`config.mk`:
```
export PLATFORM = sky130hd
export DESIGN_NAME = jpeg_stream_parser
export DESIGN_NICKNAME = d
export VERILOG_FILES = /design/src/rtl/jpeg_stream_parser.sv
export SDC_FILE = /design/constraint.sdc
export NUM_CORES = 1
export LEC_CHECK = 0
export ABC_AREA = 1
export CAP_MARGIN = 20
export CORE_AREA = 3 3 148 293
export CTS_BUF_LIST = sky130_fd_sc_hd__clkbuf_2
export CTS_CLUSTER_SIZE = 20
export DETAILED_ROUTE_END_ITERATION = 8
export DIE_AREA = 0 0 151 296
export PLACE_DENSITY_LB_ADDON = 0.05
export SLEW_MARGIN = 15
export SYNTH_ARGS = -nofsm -noshare
export SYNTH_HDL_FRONTEND = slang
export SYNTH_SLANG_ARGS = --single-unit
```
`constraint.sdc`:
```
create_clock -name clk -period 2.8 [get_ports clk]
set_input_delay 0.84 -clock clk [delete_from_list [all_inputs] [get_ports clk]]
set_output_delay 0.84 -clock clk [all_outputs]
set_load 0.01 [all_outputs]
```
`src/rtl/jpeg_stream_parser.sv`:
```
// JPEG byte-stream front end: SOI/EOI framing, marker-segment parsing and ECS unstuffing into one FIFO.
// Optional build macro JPEG_RST_MARKER_EVT_EN: restart markers FFD0-FFD7 inside a scan pulse mrk_valid.
module jpeg_stream_parser #(
  parameter int unsigned FIFO_DEPTH = 16,
  parameter int unsigned CNT_W      = 24
) (
  input  logic             clk,
  input  logic             rst_n,
  input  logic             start,
  input  logic             jpeg_valid,
  output logic             jpeg_ready,
  input  logic [7:0]       jpeg_data,
  output logic             out_valid,
  input  logic             out_ready,
  output logic [7:0]       out_data,
  output logic             out_seg,
  output logic             out_last,
  output logic             mrk_valid,
  output logic [7:0]       mrk_code,
  output logic [CNT_W-1:0] scan_bytes,
  output logic             decode_done,
  output logic             err,
  output logic [1:0]       err_code
);

  localparam int unsigned AW = $clog2(FIFO_DEPTH);
  // Two free slots are kept so the hold byte and the incoming byte always fit.
  localparam logic [AW:0] ReadyMax = (AW+1)'(FIFO_DEPTH - 2);

  localparam logic [1:0] ErrNoSoi     = 2'd1;
  localparam logic [1:0] ErrBadLen    = 2'd2;
  localparam logic [1:0] ErrBadMarker = 2'd3;

  typedef enum logic [3:0] {
    StIdle, StSoiChk, StHdr, StMarker, StLenHi, StLenLo, StSeg, StEcs, StEcsFf, StFlush, StDone
  } state_e;

  state_e           state_q, state_d;
  logic [7:0]       code_q, code_d;
  logic [7:0]       len_hi_q, len_hi_d;
  logic [15:0]      cnt_q, cnt_d;
  logic [7:0]       hold_q, hold_d;
  logic             hold_vld_q, hold_vld_d;
  logic [CNT_W-1:0] scan_q, scan_d;
  logic             mrk_valid_q, mrk_valid_d;
  logic [7:0]       mrk_code_q, mrk_code_d;
  logic             done_q, done_d;
  logic             err_q, err_d;
  logic [1:0]       err_code_q, err_code_d;

  logic             accept, push, pop, take;
  logic [9:0]       push_data;
  logic [7:0]       take_val;
  logic [15:0]      len_w;
  logic             is_rst_mrk;

  logic [9:0]       mem_q [FIFO_DEPTH];
  logic [AW-1:0]    wr_ptr_q, rd_ptr_q;
  logic [AW:0]      fifo_cnt_q;

  assign jpeg_ready = rst_n && (fifo_cnt_q <= ReadyMax) && !err_q && !done_q &&
                      (state_q != StFlush) && (state_q != StDone);
  assign accept     = jpeg_valid && jpeg_ready;
  assign len_w      = {len_hi_q, jpeg_data};
  assign is_rst_mrk = (jpeg_data[7:3] == 5'b11010);

  always_comb begin
    state_d     = state_q;
    code_d      = code_q;
    len_hi_d    = len_hi_q;
    cnt_d       = cnt_q;
    hold_d      = hold_q;
    hold_vld_d  = hold_vld_q;
    scan_d      = scan_q;
    mrk_valid_d = 1'b0;
    mrk_code_d  = mrk_code_q;
    done_d      = done_q;
    err_d       = err_q;
    err_code_d  = err_code_q;
    push        = 1'b0;
    push_data   = '0;
    take        = 1'b0;
    take_val    = jpeg_data;

    if (accept) begin
      case (state_q)
        StIdle: begin
          if (jpeg_data == 8'hFF) state_d = StSoiChk;
          else begin err_d = 1'b1; err_code_d = ErrNoSoi; end
        end
        StSoiChk: begin
          if (jpeg_data == 8'hD8) state_d = StHdr;
          else begin err_d = 1'b1; err_code_d = ErrNoSoi; end
        end
        StHdr: begin
          if (jpeg_data == 8'hFF) state_d = StMarker;
          else begin err_d = 1'b1; err_code_d = ErrBadMarker; end
        end
        StMarker: begin
          if (jpeg_data == 8'hFF) begin
            state_d = StMarker;
          end else if (jpeg_data == 8'hD9) begin
            state_d = StFlush;
          end else if (jpeg_data == 8'h01) begin
            state_d = StHdr;
          end else if (is_rst_mrk || jpeg_data == 8'hD8) begin
            err_d      = 1'b1;
            err_code_d = ErrBadMarker;
          end else begin
            code_d      = jpeg_data;
            mrk_valid_d = 1'b1;
            mrk_code_d  = jpeg_data;
            state_d     = StLenHi;
          end
        end
        StLenHi: begin
          len_hi_d = jpeg_data;
          state_d  = StLenLo;
        end
        StLenLo: begin
          if (len_w < 16'd2) begin
            err_d      = 1'b1;
            err_code_d = ErrBadLen;
          end else if (len_w == 16'd2) begin
            if (code_q == 8'hDA) begin
              state_d    = StEcs;
              scan_d     = '0;
              hold_vld_d = 1'b0;
            end else begin
              state_d = StHdr;
            end
          end else begin
            cnt_d   = len_w - 16'd2;
            state_d = StSeg;
          end
        end
        StSeg: begin
          push      = 1'b1;
          push_data = {1'b1, cnt_q == 16'd1, jpeg_data};
          cnt_d     = cnt_q - 16'd1;
          if (cnt_q == 16'd1) begin
            if (code_q == 8'hDA) begin
              state_d    = StEcs;
              scan_d     = '0;
              hold_vld_d = 1'b0;
            end else begin
              state_d = StHdr;
            end
          end
        end
        StEcs: begin
          if (jpeg_data == 8'hFF) state_d = StEcsFf;
          else take = 1'b1;
        end
        StEcsFf: begin
          if (jpeg_data == 8'h00) begin
            take     = 1'b1;
            take_val = 8'hFF;
            state_d  = StEcs;
          end else if (jpeg_data == 8'hFF) begin
            state_d = StEcsFf;
          end else if (is_rst_mrk) begin
`ifdef JPEG_RST_MARKER_EVT_EN
            mrk_valid_d = 1'b1;
            mrk_code_d  = jpeg_data;
`endif
            state_d = StEcs;
          end else begin
            // End of scan: the held byte is the final ECS byte.
            if (hold_vld_q) begin
              push      = 1'b1;
              push_data = {1'b0, 1'b1, hold_q};
            end
            hold_vld_d = 1'b0;
            if (jpeg_data == 8'hD9) begin
              state_d = StFlush;
            end else begin
              code_d      = jpeg_data;
              mrk_valid_d = 1'b1;
              mrk_code_d  = jpeg_data;
              state_d     = StLenHi;
            end
          end
        end
        default: ;
      endcase
    end

    // One-byte delay so the last ECS byte can be tagged when the end marker arrives.
    if (take) begin
      if (hold_vld_q) begin
        push      = 1'b1;
        push_data = {1'b0, 1'b0, hold_q};
      end
      hold_d     = take_val;
      hold_vld_d = 1'b1;
      if (scan_q != {CNT_W{1'b1}}) scan_d = scan_q + 1'b1;
    end

    if (state_q == StFlush && fifo_cnt_q == '0) begin
      state_d = StDone;
      done_d  = 1'b1;
    end
  end

  always_ff @(posedge clk or negedge rst_n) begin
    if (!rst_n) begin
      state_q     <= StIdle;
      code_q      <= '0;
      len_hi_q    <= '0;
      cnt_q       <= '0;
      hold_q      <= '0;
      hold_vld_q  <= 1'b0;
      scan_q      <= '0;
      mrk_valid_q <= 1'b0;
      mrk_code_q  <= '0;
      done_q      <= 1'b0;
      err_q       <= 1'b0;
      err_code_q  <= '0;
    end else if (start) begin
      state_q     <= StIdle;
      code_q      <= '0;
      len_hi_q    <= '0;
      cnt_q       <= '0;
      hold_q      <= '0;
      hold_vld_q  <= 1'b0;
      scan_q      <= '0;
      mrk_valid_q <= 1'b0;
      mrk_code_q  <= '0;
      done_q      <= 1'b0;
      err_q       <= 1'b0;
      err_code_q  <= '0;
    end else begin
      state_q     <= state_d;
      code_q      <= code_d;
      len_hi_q    <= len_hi_d;
      cnt_q       <= cnt_d;
      hold_q      <= hold_d;
      hold_vld_q  <= hold_vld_d;
      scan_q      <= scan_d;
      mrk_valid_q <= mrk_valid_d;
      mrk_code_q  <= mrk_code_d;
      done_q      <= done_d;
      err_q       <= err_d;
      err_code_q  <= err_code_d;
    end
  end

  assign out_valid = (fifo_cnt_q != '0);
  assign pop       = out_valid && out_ready;

  always_ff @(posedge clk) begin
    if (push && !start) mem_q[wr_ptr_q] <= push_data;
  end

  always_ff @(posedge clk or negedge rst_n) begin
    if (!rst_n) begin
      wr_ptr_q   <= '0;
      rd_ptr_q   <= '0;
      fifo_cnt_q <= '0;
    end else if (start) begin
      wr_ptr_q   <= '0;
      rd_ptr_q   <= '0;
      fifo_cnt_q <= '0;
    end else begin
      if (push) wr_ptr_q <= wr_ptr_q + 1'b1;
      if (pop)  rd_ptr_q <= rd_ptr_q + 1'b1;
      if (push && !pop)      fifo_cnt_q <= fifo_cnt_q + 1'b1;
      else if (!push && pop) fifo_cnt_q <= fifo_cnt_q - 1'b1;
    end
  end

  assign out_data    = out_valid ? mem_q[rd_ptr_q][7:0] : 8'h00;
  assign out_last    = out_valid ? mem_q[rd_ptr_q][8]   : 1'b0;
  assign out_seg     = out_valid ? mem_q[rd_ptr_q][9]   : 1'b0;
  assign mrk_valid   = mrk_valid_q;
  assign mrk_code    = mrk_code_q;
  assign scan_bytes  = scan_q;
  assign decode_done = done_q;
  assign err         = err_q;
  assign err_code    = err_code_q;

endmodule

```
==> reports/results.ini <==
[run_status]
result_of_the_run=finished, violations left
failed_checks=setup timing

[final_layout]
area_occupied_by_registers_um2=7000
most_common_cell_after_layout_fill_and_taps_aside=sky130_fd_sc_hd__nor2_1
area_growth_pct=35.3
nets=1668
multi_input_comb_area_um2=5010
num-fill-cells=4248
final_layout_size_suffix_gt1_frac=0.279
final_cell_mix=sky130_fd_sc_hd__nor2_1 (203), sky130_fd_sc_hd__nand2_1 (202), sky130_fd_sc_hd__buf_4 (175), sky130_fd_sc_hd__edfxtp_1 (160), sky130_fd_sc_hd__nand3_1 (105)
layoutNonFillerInstCount=2222

[logic_synthesis]
ys_seq_elements=247
post_synth_main_area_contributors=sky130_fd_sc_hd__edfxtp_1 (39%), sky130_fd_sc_hd__dfrtp_1 (18%), sky130_fd_sc_hd__nor2_1 (6.6%)
ys_seq_area_frac=0.567
asyncSetResetFlopFracSynth=0.352
synth_enable_flop_cells=160
synth.yosys.warnings=0
post_synth.cell_area_avg_um2=9.21
netlist.area_leader.share=0.390
mappedNetlistNets=1364
ys_dominant_reg_cell=sky130_fd_sc_hd__edfxtp_1
post_synth_inst_count=1337
synthDominantAreaCellType=sky130_fd_sc_hd__edfxtp_1
post_synth_num_cell_types=52
mappedNetlistArea_um2=12300

[drt]
route.vias.total=10900
detail_route.vias_per_cell=4.90
drtPass1Iterations=5
detailedRoute.firstIterationViolations=378
wl_um=44800
routedWlPerCell_um=20.1
route.detailed.drc=0
detail-route-antenna-nets=0

[worst_setup_path]
timing.critical_path.cells=buf_12 > buf_12 > buf_8 > o21ai_0 > o221ai_1 > nand3_1 > a21oi_2 > buf_2
crit_path_top_delay_cell=sky130_fd_sc_hd__dfrtp_2
startpoint_type=register
worst-endpoint-required_ps=1960
crit_path_end_kind=output port
critical_path_class=register to output port
timing.critical_path.arrival_ps=2510
critical_path.max_stage_delay_ps=480
family_with_the_most_delay_on_the_worst_path=buffers and inverters
path_buf_inv=4
worst-path-max-fanout=7
worst_path_most_repeated_cell=sky130_fd_sc_hd__buf_12
rrSetupSlack_ps=150

[die]
floorplan.die_area_um2=44700
die_w_um=151
design.core.area_um2=41300
placement_rows=105
io_pins=62
fp.dieH_um=296
start_util=0.299

[global_routing]
grt_usage=0.202
global_route_wire_length_before_repair_um=67400
grt_max_degree=68
grt_pass1_vias=11400
grt.overflow.total=0
grt_antenna_before_repair=2

[timing]
timing_hold_violations_final=0
maxSlewHeadroom=0.377
worst_pin_slew_ps=934
final_number_of_max_transition_violations=0
final_min_period_over_clock_period=1.20
clock-skew-final_ps=146
hold_ws_ps=308
unrepaired_setup_endpoints_after_global_routing=true
clock.fmax_mhz=298
fin_ws_ps=-551
timing.final.setup_violations=10
time_the_worst_path_needs_with_i_o_delays_and_setup_ps=3350

[placed_design]
cell_count_after_placement=2047
hpwl_um=29700
port_buffers=61
gp_congestion=0.861

[clock_tree]
clkLatencyLatePin_ps=970
cts_buffers=58
cts_tree=done
cts.reportedPaths.clkPinSlew_ps=110
clock_tree.htree_level_count=2
clock_path_buffers=3
ctsRootBufferMaster=sky130_fd_sc_hd__clkbuf_2
cts_num_sinks=247

[flow_run]
max_cap_violations=0

[worst_hold_path]
min_delay_path_class=input port to register

[power_and_ir_drop]
power-per-cell-area_nw_per_um2=645
leakagePower_uw=0.00726
peakVddDrop_mv=0.357

-- worst paths after layout --
path                                  end  cells after the start        start
setup reg to reg              mem_q[8][5]                     13   state_q[0]
setup / recovery              out_data[5]                      8  rd_ptr_q[0]
hold / removal                decode_done                      2        start
min in group asynchronous      state_q[2]                      3        rst_n
hold reg to reg               mrk_code[7]                      2  mrk_code[7]
max in group asynchronous  scan_bytes[15]                      4        rst_n
-- metrics by stage --
stage          total power [uW]  worst slack (ps)  TNS [ps]  cell area (um2)   util
3_3_place_gp               6910              -487   -116790            14900  0.360
6_report                  10700              -551     -5240            16700  0.404
5_1_grt                   11400              -789     -7490            16700  0.404
2_1_floorplan              5560              50.1         0            12300      -
3_5_place_dp               6900              -549   -142360            14900  0.360
4_1_cts                   10700              -729     -7070            16400  0.398
-- state kept, by name (all words and copies together), names as in the netlist --
register,cells
cnt_q,16
fifo_cnt_q,5
mrk_valid,1
len_hi_q,8
state_q,4
rd_ptr_q,4
err_code,2
hold_vld_q,1
mem_q,160
wr_ptr_q,4
err,1
scan_bytes,24
mrk_code,8
decode_done,1
hold_q,8
-- synthesized netlist by cell type, types with 3 or more instances --
master	instances
sky130_fd_sc_hd__xor2_1	12
sky130_fd_sc_hd__nand3_1	109
sky130_fd_sc_hd__buf_4	3
sky130_fd_sc_hd__nor2_2	8
sky130_fd_sc_hd__nand3b_1	4
sky130_fd_sc_hd__o22ai_1	34
sky130_fd_sc_hd__nor2_1	216
sky130_fd_sc_hd__o21ai_0	142
sky130_fd_sc_hd__o221ai_1	30
sky130_fd_sc_hd__nand2_2	5
sky130_fd_sc_hd__buf_1	4
sky130_fd_sc_hd__nor4_1	3
sky130_fd_sc_hd__or2_2	6
sky130_fd_sc_hd__nor2_4	3
sky130_fd_sc_hd__xnor2_1	6
sky130_fd_sc_hd__a21oi_1	48
sky130_fd_sc_hd__dfrtp_1	87
sky130_fd_sc_hd__edfxtp_1	160
sky130_fd_sc_hd__nand2_1	203
sky130_fd_sc_hd__buf_2	7
sky130_fd_sc_hd__clkbuf_1	36
sky130_fd_sc_hd__inv_2	9
sky130_fd_sc_hd__nand2_4	5
sky130_fd_sc_hd__inv_1	104
sky130_fd_sc_hd__o21ai_1	3
sky130_fd_sc_hd__nand4_1	22
sky130_fd_sc_hd__ha_1	13
sky130_fd_sc_hd__nor3_1	21
-- report_power, final --
part           switching, uW  total (uW)  leakage (uW)  internal [uW]
sequential               106        4050       0.00296           3940
combinational           2270        4200       0.00388           1930
clock                   1540        2500      0.000420            960
total                   3920       10700       0.00726           6830
-- cell type report --
cell class | count | share of cell area
clock inverters | 14 | 0.00540
flip-flops and latches | 247 | 0.420
inverters | 117 | 0.0275
multi-input cells | 922 | 0.300
repair buffers | 295 | 0.179
clock buffers | 91 | 0.0273
well taps | 535 | 0.0402
diodes | 1 | 0.000150
-- routing by layer --
layer / up-vias / part of all wire / wire length [um] / track usage
met3: 100 / 0.025 / 1130 / 0.0248
li1: 5294 / - / - / -
met4: 0 / 0.048 / 2160 / 0.0961
met1: 5301 / 0.35 / 15500 / 0.198
met5: - / 0 / 0 / 0
met2: 194 / 0.58 / 26000 / 0.404
-- worst register-to-register path: cells and delay by family (launching register included) --
family	cells	cell delay, ps
AND/OR/NAND/NOR	9	1240
flip-flops	1	460
buffers and inverters	4	650
-- kinds of logic after synthesis --
logic type	after synthesis	share of synthesized area
compound gates	272	0.127
xor+xnor	18	0.0128
fa+ha+maj	14	0.0148
buf+inv	168	0.0542
flops	247	0.567
mux	1	0.000914
simple gates	617	0.223
-- repair_timing --
| item | CTS | global route |
|---|---|---|
| cloned | 13 | 1 |
| gates resized for setup | 182 | 52 |
| hold endpoints to repair | 20 | 0 |
| hold buffers | 1 | 0 |
| setup endpoints to repair | 39 | 22 |
| pin swaps | 52 | 54 |
| setup buffers | 50 | 10 |
Power figures use the tool's default switching activity.
